--- src/rtl/hazard_ctrl_unit.sv ---
// hazard_ctrl_unit: pipeline hazard controller for a 5-stage in-order core.
// Detects load-use and branch-dependency hazards, and sequences the IF/ID
// flush after a PC redirect.
// Optional build macro: HAZARD_PERF_CNT_EN adds saturating stall and flush
// performance counters and their output ports.
module hazard_ctrl_unit #(
   parameter int unsigned REG_AW      = 5,
   parameter int unsigned LOAD_LAT    = 1,
   parameter int unsigned FLUSH_DEPTH = 1,
   parameter int unsigned CNT_W       = 16
) (
   input  logic              clk,
   input  logic              rst_n,
   input  logic              MemRead_EX,
   input  logic              RegWrite_EX,
   input  logic [REG_AW-1:0] RdAddress_EX,
   input  logic [REG_AW-1:0] RsAddress_ID,
   input  logic [REG_AW-1:0] RtAddress_ID,
   input  logic              IsBranch_ID,
   input  logic              Redirect,
   output logic              PC_Write,
   output logic              IF_ID_Write,
   output logic              Stall,
   output logic              Flush
`ifdef HAZARD_PERF_CNT_EN
   ,
   output logic [CNT_W-1:0]  StallCount,
   output logic [CNT_W-1:0]  FlushCount
`endif
);

   typedef enum logic [1:0] {
      StIdle,
      StLdStall,
      StFlush
   } state_e;

   // Reload values: the cycle that enters a sequence already counts as one.
   localparam logic [3:0] LoadReload  = 4'(LOAD_LAT - 1);
   localparam logic [3:0] FlushReload = 4'(FLUSH_DEPTH - 1);

   state_e     r_state;
   state_e     w_state_nxt;
   logic [3:0] r_cnt;
   logic [3:0] w_cnt_nxt;

   logic w_match;
   logic w_load_use;
   logic w_br_dep;
   logic w_pc_write;
   logic w_if_id_write;
   logic w_stall;
   logic w_flush;

   // Register 0 is hard-wired, so it never creates a dependency.
   assign w_match = (RdAddress_EX != '0) &&
                    ((RdAddress_EX == RsAddress_ID) || (RdAddress_EX == RtAddress_ID));
   assign w_load_use = MemRead_EX && w_match;
   assign w_br_dep   = RegWrite_EX && !MemRead_EX && IsBranch_ID && w_match;

   // State and down-counter register.
   always_ff @(posedge clk or negedge rst_n) begin
      if (!rst_n) begin
         r_state <= StIdle;
         r_cnt   <= 4'd0;
      end else begin
         r_state <= w_state_nxt;
         r_cnt   <= w_cnt_nxt;
      end
   end

   // Next-state and Mealy outputs; a redirect outranks any stall.
   always_comb begin
      w_state_nxt   = r_state;
      w_cnt_nxt     = r_cnt;
      w_pc_write    = 1'b1;
      w_if_id_write = 1'b1;
      w_stall       = 1'b0;
      w_flush       = 1'b0;
      unique case (r_state)
         StIdle: begin
            if (Redirect) begin
               w_flush       = 1'b1;
               w_if_id_write = 1'b0;
               if (FLUSH_DEPTH > 1) begin
                  w_state_nxt = StFlush;
                  w_cnt_nxt   = FlushReload;
               end
            end else if (w_load_use) begin
               w_stall       = 1'b1;
               w_pc_write    = 1'b0;
               w_if_id_write = 1'b0;
               if (LOAD_LAT > 1) begin
                  w_state_nxt = StLdStall;
                  w_cnt_nxt   = LoadReload;
               end
            end else if (w_br_dep) begin
               w_stall       = 1'b1;
               w_pc_write    = 1'b0;
               w_if_id_write = 1'b0;
            end
         end
         StLdStall: begin
            if (Redirect) begin
               // Abort the load stall; the remaining count is dropped.
               w_flush       = 1'b1;
               w_if_id_write = 1'b0;
               if (FLUSH_DEPTH > 1) begin
                  w_state_nxt = StFlush;
                  w_cnt_nxt   = FlushReload;
               end else begin
                  w_state_nxt = StIdle;
                  w_cnt_nxt   = 4'd0;
               end
            end else begin
               w_stall       = 1'b1;
               w_pc_write    = 1'b0;
               w_if_id_write = 1'b0;
               if (r_cnt <= 4'd1) begin
                  w_state_nxt = StIdle;
                  w_cnt_nxt   = 4'd0;
               end else begin
                  w_cnt_nxt = r_cnt - 4'd1;
               end
            end
         end
         StFlush: begin
            // Hazards are not evaluated while squashing.
            w_flush       = 1'b1;
            w_if_id_write = 1'b0;
            if (Redirect) begin
               w_cnt_nxt = FlushReload;
            end else if (r_cnt <= 4'd1) begin
               w_state_nxt = StIdle;
               w_cnt_nxt   = 4'd0;
            end else begin
               w_cnt_nxt = r_cnt - 4'd1;
            end
         end
         default: begin
            w_state_nxt = StIdle;
            w_cnt_nxt   = 4'd0;
         end
      endcase
   end

   // Outputs are forced to their defaults while reset is held.
   assign PC_Write    = w_pc_write | ~rst_n;
   assign IF_ID_Write = w_if_id_write | ~rst_n;
   assign Stall       = w_stall & rst_n;
   assign Flush       = w_flush & rst_n;

`ifdef HAZARD_PERF_CNT_EN
   logic [CNT_W-1:0] r_stall_cnt;
   logic [CNT_W-1:0] r_flush_cnt;

   // Saturating performance counters.
   always_ff @(posedge clk or negedge rst_n) begin
      if (!rst_n) begin
         r_stall_cnt <= '0;
         r_flush_cnt <= '0;
      end else begin
         if (Stall && (r_stall_cnt != '1)) begin
            r_stall_cnt <= r_stall_cnt + 1'b1;
         end
         if (Flush && (r_flush_cnt != '1)) begin
            r_flush_cnt <= r_flush_cnt + 1'b1;
         end
      end
   end

   assign StallCount = r_stall_cnt;
   assign FlushCount = r_flush_cnt;
`endif

endmodule

--- config.mk ---
export PLATFORM = sky130hd
export DESIGN_NAME = hazard_ctrl_unit
export DESIGN_NICKNAME = d
export VERILOG_FILES = /design/src/rtl/hazard_ctrl_unit.sv
export SDC_FILE = /design/constraint.sdc
export NUM_CORES = 1
export LEC_CHECK = 0
export ABC_AREA = 0
export CELL_PAD_IN_SITES_DETAIL_PLACEMENT = 1
export CELL_PAD_IN_SITES_GLOBAL_PLACEMENT = 1
export CORE_ASPECT_RATIO = 0.7
export CORE_MARGIN = 3
export CORE_UTILIZATION = 29
export CTS_CLUSTER_DIAMETER = 100
export DETAILED_ROUTE_END_ITERATION = 6
export PLACE_DENSITY_LB_ADDON = 0.15
export SLEW_MARGIN = 20
export SYNTH_ARGS = -nofsm -noshare
export SYNTH_HDL_FRONTEND = slang
export SYNTH_SLANG_ARGS = --single-unit
--- constraint.sdc ---
create_clock -name clk -period 1.9 [get_ports clk]
set_input_delay 0.19 -clock clk [delete_from_list [all_inputs] [get_ports clk]]
set_output_delay 0.19 -clock clk [all_outputs]
set_load 0.02 [all_outputs]
==> run summary <==
Vias/cell -> 5.02
Clk buf depth -> 2
Max-slew violations -> 0
Area leader, netlist -> dfrtp_1
Vias -> 647
Pre-CTS setup slack -> -0.365 ns
Initial antenna violation count -> 0
Ys Warns -> 0
Max_slew headroom -> 73.2%
Final non-filler cell total -> 129
Slowest stage cell, crit path -> clkdlybuf4s50_1
Clock transition at path regs -> 0.05 ns
Post-synth EDFFs -> 0
Endpoint type of the worst setup path -> output port
Core region area -> 0.00173 mm2
Pwr per Cell Area -> 371 mW/mm2
I/O Pins -> 25
Min Tclk post-route -> 1.86 ns
Post-synthesis cell type count -> 29
Fillers -> 210
Top cells by area, synth -> dfrtp_1 26%, xnor2_1 15%, ha_1 11%, a21oi_1 5.2%, inv_1 4.6%
DRT Wirelength -> 2.08 mm
RePlAce Congestion -> 0.757
Worst-Margin Slew -> 0.400 ns
# rows -> 12
Flops & latches, synth -> 6
Tcrit/Tclk final -> 97.8%
Initial drt markers -> 14
Sequential element share of the synthesized area -> 26.1%
Hold-fix buffers, CTS -> 0
Critical path type -> primary input to output port
Clock Sinks -> 6
Die area -> 0.00256 mm2
DRC -> 0
FF/Latch Area -> 150 um2
Worst setup SP type -> primary input
RSZ-0062 raised after global routing -> true
CTS tree -> yes
Nets -> 136
Dpl cells -> 126
VDD IR max -> 0.357 mV
Outcome -> completed
Port Buffers -> 24
Ant. Diodes -> 0
Cells after Synth -> 68
Critical path fanouts, max -> 3
Post-DRT Antenna Nets -> 0
Global-route wire length before repair -> 3.35 mm
Initial core utilization -> 33.3%
Clk Tree Root Cell -> clkbuf_4
Slowest stage delay, CP -> 0.55 ns
Final setup violating endpoints -> 0
Share of the synthesized area in the top cell type -> 26.1%
Wire length per cell -> 16.1 um
CP top delay family -> buffers and inverters
Vias in the first global route -> 708
Buffer and inverter count on the worst path -> 3
Worst Path Arrival -> 1.67 ns
Footprint of the multi-input gates -> 420 um2
Post-synth top flop -> dfrtp_1
Top post-synthesis cells by count -> 10 x xnor2_1, 7 x inv_1, 6 x a21oi_1, 6 x dfrtp_1
Mapped Avg Cell Area -> 8.46 um2
All-layer global routing usage -> 18.4%
Crit path setup slack, layout -> 0.0410 ns
Die X -> 59.2 um
Gr ovfl total -> 0
Synthesis-to-finish area growth -> 69.3%
Clock Latency Late Sink -> 0.25 ns
Post-CTS Setup Bufs -> 0
Worst endpoint required time -> 1.71 ns
Post-route setup TNS -> 0 ns
Static leakage -> 0.451 nW
Layout Skew -> 0.00722 ns
Syn Std Cell Area -> 576 um2
Count leader, synth -> xnor2_1
Highest Clock Rate -> 0.538 GHz
Critical path, cell by cell -> clkdlybuf4s50_1, xnor2_1, nand3_1, o22ai_2, buf_4, a31oi_1, clkdlybuf4s15_1
H-tree levels -> 1
Syn Nets -> 94
DP Wirelength -> 1.76 mm
Largest net degree at the start of global routing -> 8
Max-cap viol count -> 0
CTS buffer count -> 3
Hold Path Class -> primary input to async pin
Layout cells sized above 1 -> 24.1%
Synth async-reset ratio -> 100%
Final Hold Fails -> 0
Die height -> 43.3 um
Detailed Routing Iterations Pass 1 -> 2
per-layer routing:
metal	vias up	global-route usage (%)	wire, um
met5	-	0	0
met4	0	6.79	30
met3	5	5.78	115
met2	14	28.3	958
met1	307	23.6	972
li1	321	-	-
stage by stage:
step / instance area (um2) / power (mW) / util, % / hold slack, ns
after floorplan: 576 / 0.168 / - / -0.106
after global placement: 940 / 0.240 / 54.4 / 0.491
after detailed placement: 940 / 0.243 / 54.4 / 0.522
after CTS: 978 / 0.369 / 56.7 / 0.347
after global routing: 975 / 0.386 / 56.4 / 0.378
final: 975 / 0.362 / 56.4 / 0.363
final timing paths:
| path | slack [ns] | start | depth (start not counted) | endpoint |
|---|---|---|---|---|
| worst max register to register | 0.32 | r_cnt[0] | 6 | r_cnt[3] |
| min in group clk | 0.52 | r_cnt[1] | 2 | r_cnt[1] |
| worst min register to register | 0.52 | r_cnt[1] | 2 | r_cnt[1] |
| max in group asynchronous | 1.41 | rst_n | 2 | r_state[0] |
| worst min-delay path | 0.36 | rst_n | 2 | r_cnt[1] |
| worst max-delay path | 0.04 | RdAddress_EX[3] | 7 | PC_Write |
kinds of logic (layout without fill, tap and decap cells):
| family | count (synthesis) | after routing | synth area share (%) |
|---|---|---|---|
| flip-flops | 6 | 6 | 26.1 |
| buffers and inverters | 7 | 47 | 4.57 |
| XOR/XNOR | 10 | 10 | 15.2 |
| AO/OA/AOI/OAI | 20 | 20 | 24.4 |
| AND/OR/NAND/NOR | 20 | 20 | 18.9 |
| adder cells (fa/ha/maj) | 5 | 5 | 10.9 |
placed cells by master (no fill, tap or decap), types with 2 or more instances in the layout:
| cell type | Yosys | routed |
|---|---|---|
| dfrtp_1 | 6 | 6 |
| dlygate4sd2_1 | 0 | 3 |
| nor2_1 | 2 | 2 |
| xnor2_1 | 10 | 9 |
| ha_1 | 5 | 4 |
| o21ai_1 | 2 | 2 |
| buf_2 | 0 | 2 |
| inv_1 | 7 | 7 |
| buf_4 | 0 | 13 |
| a21oi_1 | 6 | 6 |
| nand3_1 | 2 | 2 |
| clkdlybuf4s50_1 | 0 | 16 |
| and3_1 | 3 | 3 |
| clkbuf_4 | 0 | 3 |
| dlymetal6s2s_1 | 0 | 2 |
| nand2_1 | 5 | 5 |
worst reg2reg max path: cells and delay by family, from the launching register on:
family,cells,cell delay (ns)
simple gates,2,0.50
flops,1,0.42
buf+inv,1,0.07
compound gates,2,0.27
fa+ha+maj,1,0.23
final cells by class:
cell class                 count  share of cell area, %
inverter                       7                   2.70
sequential                     6                   15.4
tap                           21                   2.70
multi-input combinational     55                   43.1
clock buffer                   3                   2.31
timing repair buffer          37                   33.8
timing repair:
item                                    in CTS  in global routing
resized for setup                           13                  6
endpoints found under the setup margin       3                  4
pin swaps                                    1                  0
endpoints found under the hold margin        0                  0
sequential cells by signal, indices dropped and copies added, names as in the netlist:
| register | count |
|---|---|
| r_cnt | 4 |
| r_state | 2 |
report_power, final:
part / internal (mW) / switching, mW / leakage (nW)
combinational: 0.0671 / 0.0464 / 0.354
sequential: 0.128 / 0 / 0.0839
clock: 0.0716 / 0.0482 / 0.0138
No activity file was read; power rests on OpenSTA's default activity.
